==> config.mk <==
export PLATFORM = sky130hd
export DESIGN_NAME = multicycle_controller
export DESIGN_NICKNAME = d
export VERILOG_FILES = /design/src/rtl/riscv_ctrl_pkg.sv /design/src/rtl/opcode_classifier.sv /design/src/rtl/multicycle_controller.sv
export SDC_FILE = /design/constraint.sdc
export NUM_CORES = 1
export LEC_CHECK = 0
export ABC_AREA = 0
export ABC_CLOCK_PERIOD_IN_PS = 1700
export CORE_UTILIZATION = 44
export CTS_CLUSTER_DIAMETER = 50
export CTS_CLUSTER_SIZE = 10
export DETAILED_ROUTE_END_ITERATION = 8
export PLACE_DENSITY = 0.75
export SLEW_MARGIN = 20
export SYNTH_ARGS = -nofsm -noshare
export SYNTH_HDL_FRONTEND = slang
export SYNTH_SLANG_ARGS = --single-unit
==> constraint.sdc <==
create_clock -name clk -period 1.7 [get_ports clk]
set_clock_uncertainty 0.15 [all_clocks]
set_input_delay 0.34 -clock clk [delete_from_list [all_inputs] [get_ports clk]]
set_output_delay 0.34 -clock clk [all_outputs]
set_load 0.1 [all_outputs]
==> src/rtl/riscv_ctrl_pkg.sv <==
// Shared types and opcode constants for the RV32I control units.
package riscv_ctrl_pkg;

  localparam logic [6:0] OP_R      = 7'b0110011;
  localparam logic [6:0] OP_I      = 7'b0010011;
  localparam logic [6:0] OP_LOAD   = 7'b0000011;
  localparam logic [6:0] OP_STORE  = 7'b0100011;
  localparam logic [6:0] OP_BRANCH = 7'b1100011;
  localparam logic [6:0] OP_LUI    = 7'b0110111;
  localparam logic [6:0] OP_AUIPC  = 7'b0010111;
  localparam logic [6:0] OP_JAL    = 7'b1101111;
  localparam logic [6:0] OP_JALR   = 7'b1100111;

  typedef enum logic [2:0] {
    FETCH  = 3'd0,
    DECODE = 3'd1,
    EXEC   = 3'd2,
    MEM    = 3'd3,
    WB     = 3'd4,
    TRAP   = 3'd5
  } state_t;

  typedef enum logic [3:0] {
    CLS_NONE   = 4'd0,
    CLS_R      = 4'd1,
    CLS_I      = 4'd2,
    CLS_LOAD   = 4'd3,
    CLS_STORE  = 4'd4,
    CLS_BRANCH = 4'd5,
    CLS_LUI    = 4'd6,
    CLS_AUIPC  = 4'd7,
    CLS_JAL    = 4'd8,
    CLS_JALR   = 4'd9
  } instr_class_t;

  typedef enum logic [1:0] {
    ALU_ADD = 2'b00,
    ALU_BR  = 2'b01,
    ALU_R   = 2'b10,
    ALU_I   = 2'b11
  } alu_op_t;

  typedef enum logic [1:0] {
    WB_ALU = 2'b00,
    WB_MEM = 2'b01,
    WB_PC4 = 2'b10,
    WB_IMM = 2'b11
  } wb_sel_t;

  typedef enum logic [1:0] {
    PC_PLUS4  = 2'b00,
    PC_BRANCH = 2'b01,
    PC_JAL    = 2'b10,
    PC_JALR   = 2'b11
  } pc_sel_t;

endpackage

==> src/rtl/opcode_classifier.sv <==
// Combinational opcode decoder: maps the 7-bit major opcode to an instruction class
// and flags anything the core does not implement.
module opcode_classifier
  import riscv_ctrl_pkg::*;
#(
  parameter int OPCODE_W = 7
) (
  input  logic [OPCODE_W-1:0] opcode_i,
  output logic [3:0]          class_o,
  output logic                illegal_o
);

  // Opcode lookup; unknown encodings report CLS_NONE together with the illegal flag.
  always_comb begin
    class_o   = CLS_NONE;
    illegal_o = 1'b0;
    case (opcode_i)
      OP_R:      class_o = CLS_R;
      OP_I:      class_o = CLS_I;
      OP_LOAD:   class_o = CLS_LOAD;
      OP_STORE:  class_o = CLS_STORE;
      OP_BRANCH: class_o = CLS_BRANCH;
      OP_LUI:    class_o = CLS_LUI;
      OP_AUIPC:  class_o = CLS_AUIPC;
      OP_JAL:    class_o = CLS_JAL;
      OP_JALR:   class_o = CLS_JALR;
      default: begin
        class_o   = CLS_NONE;
        illegal_o = 1'b1;
      end
    endcase
  end

endmodule

==> src/rtl/multicycle_controller.sv <==
// Multi-cycle RV32I main control FSM: FETCH/DECODE/EXEC/MEM/WB sequencing with
// memory handshakes, a wait-cycle timeout and sticky fault flags.
module multicycle_controller
  import riscv_ctrl_pkg::*;
#(
  parameter int OPCODE_W    = 7,
  parameter int MEM_TIMEOUT = 16,
  parameter int CNT_W       = 5
) (
  input  logic                clk,
  input  logic                reset,
  input  logic [OPCODE_W-1:0] Opcode,
  input  logic                br_taken,
  input  logic                imem_ready,
  input  logic                dmem_ready,
  output logic                imem_req,
  output logic                IRWrite,
  output logic                ALUSrc,
  output logic [1:0]          ALUOp,
  output logic                MemRead,
  output logic                MemWrite,
  output logic [1:0]          MemtoReg,
  output logic                RegWrite,
  output logic                PCWrite,
  output logic [1:0]          PCSel,
  output logic                illegal_instr,
  output logic                mem_fault
);

  localparam logic             TIMEOUT_EN   = (MEM_TIMEOUT > 0);
  localparam logic [CNT_W-1:0] TIMEOUT_LAST = CNT_W'(MEM_TIMEOUT - 1);
  localparam logic [CNT_W-1:0] CNT_ZERO     = {CNT_W{1'b0}};
  localparam logic [CNT_W-1:0] CNT_ONE      = CNT_W'(1);

  state_t           state_q, state_d;
  instr_class_t     cls_q, cls_d;
  logic [CNT_W-1:0] cnt_q, cnt_d;
  logic             illegal_q, illegal_d;
  logic             fault_q, fault_d;

  logic [3:0] dec_class_s;
  logic       dec_illegal_s;
  logic       timeout_s;

  logic    imem_req_s, ir_write_s, alu_src_s, mem_read_s, mem_write_s;
  logic    reg_write_s, pc_write_s;
  alu_op_t alu_op_s;
  wb_sel_t wb_sel_s;
  pc_sel_t pc_sel_s;

  opcode_classifier #(.OPCODE_W(OPCODE_W)) u_classifier (
    .opcode_i  (Opcode),
    .class_o   (dec_class_s),
    .illegal_o (dec_illegal_s)
  );

  // A ready in the last allowed cycle takes priority over the timeout in the FSM below.
  assign timeout_s = TIMEOUT_EN && (cnt_q == TIMEOUT_LAST);

  // Next-state, wait counter and per-state datapath strobes.
  always_comb begin
    state_d     = state_q;
    cls_d       = cls_q;
    cnt_d       = cnt_q;
    illegal_d   = illegal_q;
    fault_d     = fault_q;
    imem_req_s  = 1'b0;
    ir_write_s  = 1'b0;
    alu_src_s   = 1'b0;
    alu_op_s    = ALU_ADD;
    mem_read_s  = 1'b0;
    mem_write_s = 1'b0;
    wb_sel_s    = WB_ALU;
    reg_write_s = 1'b0;
    pc_write_s  = 1'b0;
    pc_sel_s    = PC_PLUS4;
    case (state_q)
      FETCH: begin
        imem_req_s = 1'b1;
        if (imem_ready) begin
          ir_write_s = 1'b1;
          state_d    = DECODE;
        end else if (timeout_s) begin
          state_d = TRAP;
          fault_d = 1'b1;
        end else begin
          cnt_d = cnt_q + CNT_ONE;
        end
      end
      DECODE: begin
        cls_d = instr_class_t'(dec_class_s);
        if (dec_illegal_s) begin
          state_d   = TRAP;
          illegal_d = 1'b1;
        end else begin
          state_d = EXEC;
        end
      end
      EXEC: begin
        case (cls_q)
          CLS_R: begin
            alu_op_s = ALU_R;
            state_d  = WB;
          end
          CLS_I: begin
            alu_src_s = 1'b1;
            alu_op_s  = ALU_I;
            state_d   = WB;
          end
          CLS_LOAD, CLS_STORE: begin
            alu_src_s = 1'b1;
            state_d   = MEM;
            cnt_d     = CNT_ZERO;
          end
          CLS_BRANCH: begin
            alu_op_s   = ALU_BR;
            pc_write_s = 1'b1;
            pc_sel_s   = br_taken ? PC_BRANCH : PC_PLUS4;
            state_d    = FETCH;
            cnt_d      = CNT_ZERO;
          end
          CLS_LUI, CLS_AUIPC, CLS_JAL, CLS_JALR: begin
            alu_src_s = 1'b1;
            state_d   = WB;
          end
          default: state_d = TRAP;
        endcase
      end
      MEM: begin
        mem_read_s  = (cls_q == CLS_LOAD);
        mem_write_s = (cls_q == CLS_STORE);
        if (dmem_ready) begin
          if (cls_q == CLS_STORE) begin
            pc_write_s = 1'b1;
            state_d    = FETCH;
            cnt_d      = CNT_ZERO;
          end else begin
            state_d = WB;
          end
        end else if (timeout_s) begin
          state_d = TRAP;
          fault_d = 1'b1;
        end else begin
          cnt_d = cnt_q + CNT_ONE;
        end
      end
      WB: begin
        reg_write_s = 1'b1;
        pc_write_s  = 1'b1;
        case (cls_q)
          CLS_LOAD: wb_sel_s = WB_MEM;
          CLS_JAL: begin
            wb_sel_s = WB_PC4;
            pc_sel_s = PC_JAL;
          end
          CLS_JALR: begin
            wb_sel_s = WB_PC4;
            pc_sel_s = PC_JALR;
          end
          CLS_LUI: wb_sel_s = WB_IMM;
          default: wb_sel_s = WB_ALU;
        endcase
        state_d = FETCH;
        cnt_d   = CNT_ZERO;
      end
      TRAP:    state_d = TRAP;
      default: state_d = TRAP;
    endcase
  end

  // State, latched class, wait counter and sticky flags.
  always_ff @(posedge clk) begin
    if (reset) begin
      state_q   <= FETCH;
      cls_q     <= CLS_NONE;
      cnt_q     <= CNT_ZERO;
      illegal_q <= 1'b0;
      fault_q   <= 1'b0;
    end else begin
      state_q   <= state_d;
      cls_q     <= cls_d;
      cnt_q     <= cnt_d;
      illegal_q <= illegal_d;
      fault_q   <= fault_d;
    end
  end

  // Everything is forced low while reset is held, including the sticky flags.
  assign imem_req      = imem_req_s  & ~reset;
  assign IRWrite       = ir_write_s  & ~reset;
  assign ALUSrc        = alu_src_s   & ~reset;
  assign ALUOp         = reset ? 2'b00 : alu_op_s;
  assign MemRead       = mem_read_s  & ~reset;
  assign MemWrite      = mem_write_s & ~reset;
  assign MemtoReg      = reset ? 2'b00 : wb_sel_s;
  assign RegWrite      = reg_write_s & ~reset;
  assign PCWrite       = pc_write_s  & ~reset;
  assign PCSel         = reset ? 2'b00 : pc_sel_s;
  assign illegal_instr = illegal_q   & ~reset;
  assign mem_fault     = fault_q     & ~reset;

endmodule

==> results of run 1 <==
per-stage QoR:
step,setup TNS (ps),cell area [sq um],std cells,worst slack (ps)
global placement,-8530,2020,249,-676
floorplan,-8830,1320,158,-911
detailed placement,-9980,2020,249,-706
cell families after synthesis:
family	share of synthesized area [%]
flip-flops	24.6
AO/OA/AOI/OAI	31.4
adder cells (fa/ha/maj)	1.10
multiplexers	0.989
XOR/XNOR	1.54
buffers and inverters	7.47
AND/OR/NAND/NOR	32.9
==> impl_results.md, run 1 <==
- Status: did not finish
- Stop stage: clock tree synthesis (4_1_cts)
- First Err: [ERROR DPL-0038] Utilization greater than 100%, impossible to legalize
- Ys Warns: 0
- HPWL after DPL: roughly 3.2 mm
- Post-synthesis sequential area ratio: 24.6%
- Std cell rows: 18
- Post-synthesis cell type count: 47
- Mean post-synth cell area: 7.21 sq um
- Root buf cell: clkbuf_4
- Chip height: about 53 um
- Synth Cell Area: 0.00114 sq mm
- CTS Hold Bufs: 0
- GP Congestion: around 0.84
- Share of the synthesized area in the top cell type: around 25%
- H-tree Lvls: 1
- Die boundary width: 52.9 um
- Synth area leaders: dfxtp_1, nor2_1, o21ai_0, nand2_1, a21oi_1
- Top post-synthesis cells by count: nor2_1, dfxtp_1, nand2_1, o21ai_0
- Post-synthesis cell count: 158
- Post-synth EDFFs: 0
- Synthesized Nets: ~170
- Most numerous cell in the Yosys netlist: nor2_1
- Clock buffer depth: 2
- Starting Density: 46.4%
- CTS Buf Count: 3
- Postcts setup bufs: 17
- Buffers on Ports: 26
- Total of cells resized after clock tree synthesis: 73
- CTS Sinks: 14
- #FFs+latches synth: 14
- Ys flop type: dfxtp_1
- Synth area leader: dfxtp_1
- I/O pins: 27
- Async set-reset flop share out of synthesis: 0%
==> run 2: changes to the inputs <==
ABC_CLOCK_PERIOD_IN_PS = 2200   (was 1700)
CORE_AREA = 2 2 63 65   (was unset)
CORE_UTILIZATION = unset   (was 44)
CTS_CLUSTER_DIAMETER = unset   (was 50)
CTS_CLUSTER_SIZE = unset   (was 10)
DIE_AREA = 0 0 65 67   (was unset)
PLACE_DENSITY = unset   (was 0.75)
PLACE_DENSITY_LB_ADDON = 0.15   (was unset)
clock period = 2.2 ns   (was 1.7 ns; I/O delays follow)
==> run 2 against run 1 <==
  * Synthesized area unchanged
  * Synthesized cell count unchanged
  * The flow now finishes, with violations (setup timing)
==> impl_results.md, run 2 <==
- Buf/Inv on CP: 2
- Leak: 0.787 nW
- Multi-input logic area: 963 sq um
- Ys flop type: dfxtp_1 (unchanged)
- CP startpoint kind: flip-flop
- Fill count: 324
- Worst hold path type: reg -> reg
- Largest net degree at the start of global routing: 22
- GRT Overall Usage: about a fifth
- CTS tree: yes
- Layout cells sized above 1: a little under half
- Std cell rows: 22 (was 18)
- Xor-xnor portion of the synthesized cell area: 1.54% (unchanged)
- I/O pins: 27 (unchanged)
- Mean post-synth cell area: 7.21 sq um (unchanged)
- Final WS setup: -37.5 ps
- Drt via density: 5.58
- Crit path cell chain: or4_4 > clkinvlp_4 > o2111a_2 > buf_12
- Clock buffer depth: 2 (unchanged)
- #FFs+latches synth: 14 (unchanged)
- Simple-Gate Fraction of Synth Area: 32.9% (unchanged)
- Vias: 1483
- Post-DRT Antenna Nets: 0
- Status: complete, but fails checks (was did not finish)
- Storage element area: around 310 sq um
- Worst setup EP type: output port
- Initial antenna violation count: 0
- Buffers on Ports: 26 (unchanged)
- Hold Path Cell Cnt: 2
- Most numerous cell in the Yosys netlist: nor2_1 (unchanged)
- Drc violations: 0
- Final Cycle Share: 102%
- Number of detailed-route iterations in the first pass: 4
- Die boundary width: 65 um (was 52.9 um)
- Synth Area in Compound Gates: 31.4% (unchanged)
- Register with the most flip-flops: cnt_q
- Power Dens Cells: slightly above 400 mW/mm^2
- Chip height: 67 um (was 52.9 um)
- Die area: 0.00436 sq mm
- Top post-synthesis cells by count: nor2_1, dfxtp_1, nand2_1, o21ai_0 (unchanged)
- Hold path start: cnt_q[4]
- WL/cell: 15.5 um
- Max_slew headroom: a little under three quarters
- Post-route cell area: 0.00216 sq mm
- Slowest cell delay on critical path: approximately 560 ps
- R2R depth: 6
- Most frequent cells in the layout: buf_4, nor2_1, buf_12
- CTS Buf Count: 3 (unchanged)
- Endpoints failing setup: 4
- Root buf cell: clkbuf_8 (was clkbuf_4)
- Combinational family with the most area after synthesis: simple AND/OR/NAND/NOR gates (unchanged)
- Synth area leaders: dfxtp_1, nor2_1, o21ai_0, nand2_1, a21oi_1 (unchanged)
- Post-layout util: between 50 and 60%
- # nets final: 232
- Worst skew pair latency: approximately 250 ps
- DR iter-0 viols: just over 60
- Req. time, crit path: 1610 ps
- CP max-delay cell: or4_4
- GP Congestion: 0.850 (was 0.842)
- Area Growth Syn to Fin: 89.3%
- RSZ-0062 raised after global routing: yes
- Reg2Reg Launch Point: cls_q[3]
- Top flop regs: cnt_q x5, cls_q x4, state_q x3
- Max cap viols: 0
- Maximum VDD drop: about 330 uV
- Post-synth EDFFs: 0 (unchanged)
- Post-synthesis cell count: 158 (unchanged)
- Synth area leader: dfxtp_1 (unchanged)
- Failing checks: setup timing
- Share of the synthesized area in the top cell type: 24.6% (unchanged)
- Flip-flop count of the largest register after layout: 5
- GR Overflow Total: 0
- Clock transition at path regs: 60 ps
- Synth Cell Area: 0.00114 sq mm (unchanged)
- Global-route wire length before repair: ~7 mm
- Post-synthesis sequential area ratio: 24.6% (unchanged)
- DP Area: 0.00193 sq mm (was 0.00202 sq mm)
- Max frequency: 447 MHz
- WL final: 4.12 mm
- Ys Warns: 0 (unchanged)
- Most common cell after layout, fill and taps aside: buf_4
- HPWL after DPL: 2.99 mm (was 3.15 mm)
- Async set-reset flop share out of synthesis: 0% (unchanged)
- Worst Hold End: cnt_q[4]
- Top delay family on crit path: simple AND/OR/NAND/NOR gates
- Antenna diode count: 0
- Worst-margin pin slew: roughly 420 ps
- Crit path max fanout: 3
- Worst r2r dst: cnt_q[3]
- Core box area: around 0.0036 sq mm
- Hold Vio Cnt, Final: 0
- Final slew viol count: 0
- CTS Sinks: 14 (unchanged)
- Starting Density: 31.6% (was 46.4%)
- Post-synthesis adder-cell area fraction: 1.10% (unchanged)
- Post-synthesis cell type count: 47 (unchanged)
- CTS Hold Bufs: 0 (unchanged)
- Arr. time, crit path: ~1700 ps
- Worst R2R Setup Slack: 250 ps
- H-tree Lvls: 1 (unchanged)
- Vias in the first global route: 1538
- Crit path time final: 2240 ps
- Synthesized Nets: 171 (unchanged)
- CP Class: reg -> out
- Multiplexer area fraction after synthesis: 0.989% (unchanged)
[run 2: cell counts after synthesis]
Identical to the previous run, type by type.
[run 2: per-stage QoR]
stage / hold WS [ps] / std cells / setup TNS (ps) / total power [W] / setup WS (ps)
2_1_floorplan: 279 / 158 / -3810 / 0.000501 / -511
3_3_place_gp: 293 / 253 / -1930 / 0.000607 / -393
3_5_place_dp: 311 / 253 / -2240 / 0.000615 / -417
4_1_cts: 337 / 266 / -176 / 0.000895 / -66.3
5_1_grt: 354 / 266 / -346 / 0.000935 / -80.5
6_report: 343 / 266 / -73.6 / 0.000890 / -37.5
[run 2: worst reg2reg max path, cell delays in order (launching register included)]
cell and delay (ps):
dfxtp_4 390, buf_4 150, and4bb_2 250, o311ai_1 380, a32oi_2 160, buf_4 180, a211oi_1 200
[run 2: worst max path at each step]
stage,from,end,slack [ps],cells past startpoint
2_1_floorplan,state_q[2],IRWrite,-510,3
3_3_place_gp,reset,ALUOp[1],-390,5
3_5_place_dp,reset,ALUOp[1],-420,5
4_1_cts,cls_q[3],ALUSrc,-70,4
5_1_grt,cls_q[3],ALUSrc,-80,4
6_report,state_q[0],MemtoReg[0],-40,4
[run 2: per-layer routing]
| layer | routed length, um | share of wire [%] | global-route usage, % |
|---|---|---|---|
| met1 | 1770 | 43 | 23.2 |
| met2 | 2120 | 52 | 39.9 |
| met3 | 150 | 3.6 | 3.72 |
| met4 | 76 | 1.8 | 7.71 |
| met5 | 0 | 0 | 0 |
[run 2: layout make-up]
cell class / count / share of cell area [%]
clock buffers: 4 / 2.55
inverters: 7 / 1.51
multi-input cells: 125 / 44.7
flip-flops and latches: 14 / 14.2
well taps: 48 / 2.79
repair buffers: 68 / 34.2
[run 2: timing repair]
item / in CTS / in global routing
setup endpoints to repair: 13 / 9
gates resized for setup: 33 / 6
cloned: 0 / 0
setup buffers: 10 / 0
pin swaps: 8 / 7
[run 2: cells by family after synthesis]
| logic type | count (synthesis) |
|---|---|
| compound gates | 50 |
| xor+xnor | 2 |
| fa+ha+maj | 1 |
| buf+inv | 19 |
| flops | 14 |
| mux | 1 |
| simple gates | 71 |
[run 2: power breakdown]
group | internal (W) | switching, W
sequential | 0.000262 | 0.0000172
combinational | 0.000154 | 0.000196
clock | 0.000159 | 0.000101
total | 0.000575 | 0.000315
Note: power is estimated with default switching activity, not from simulation.
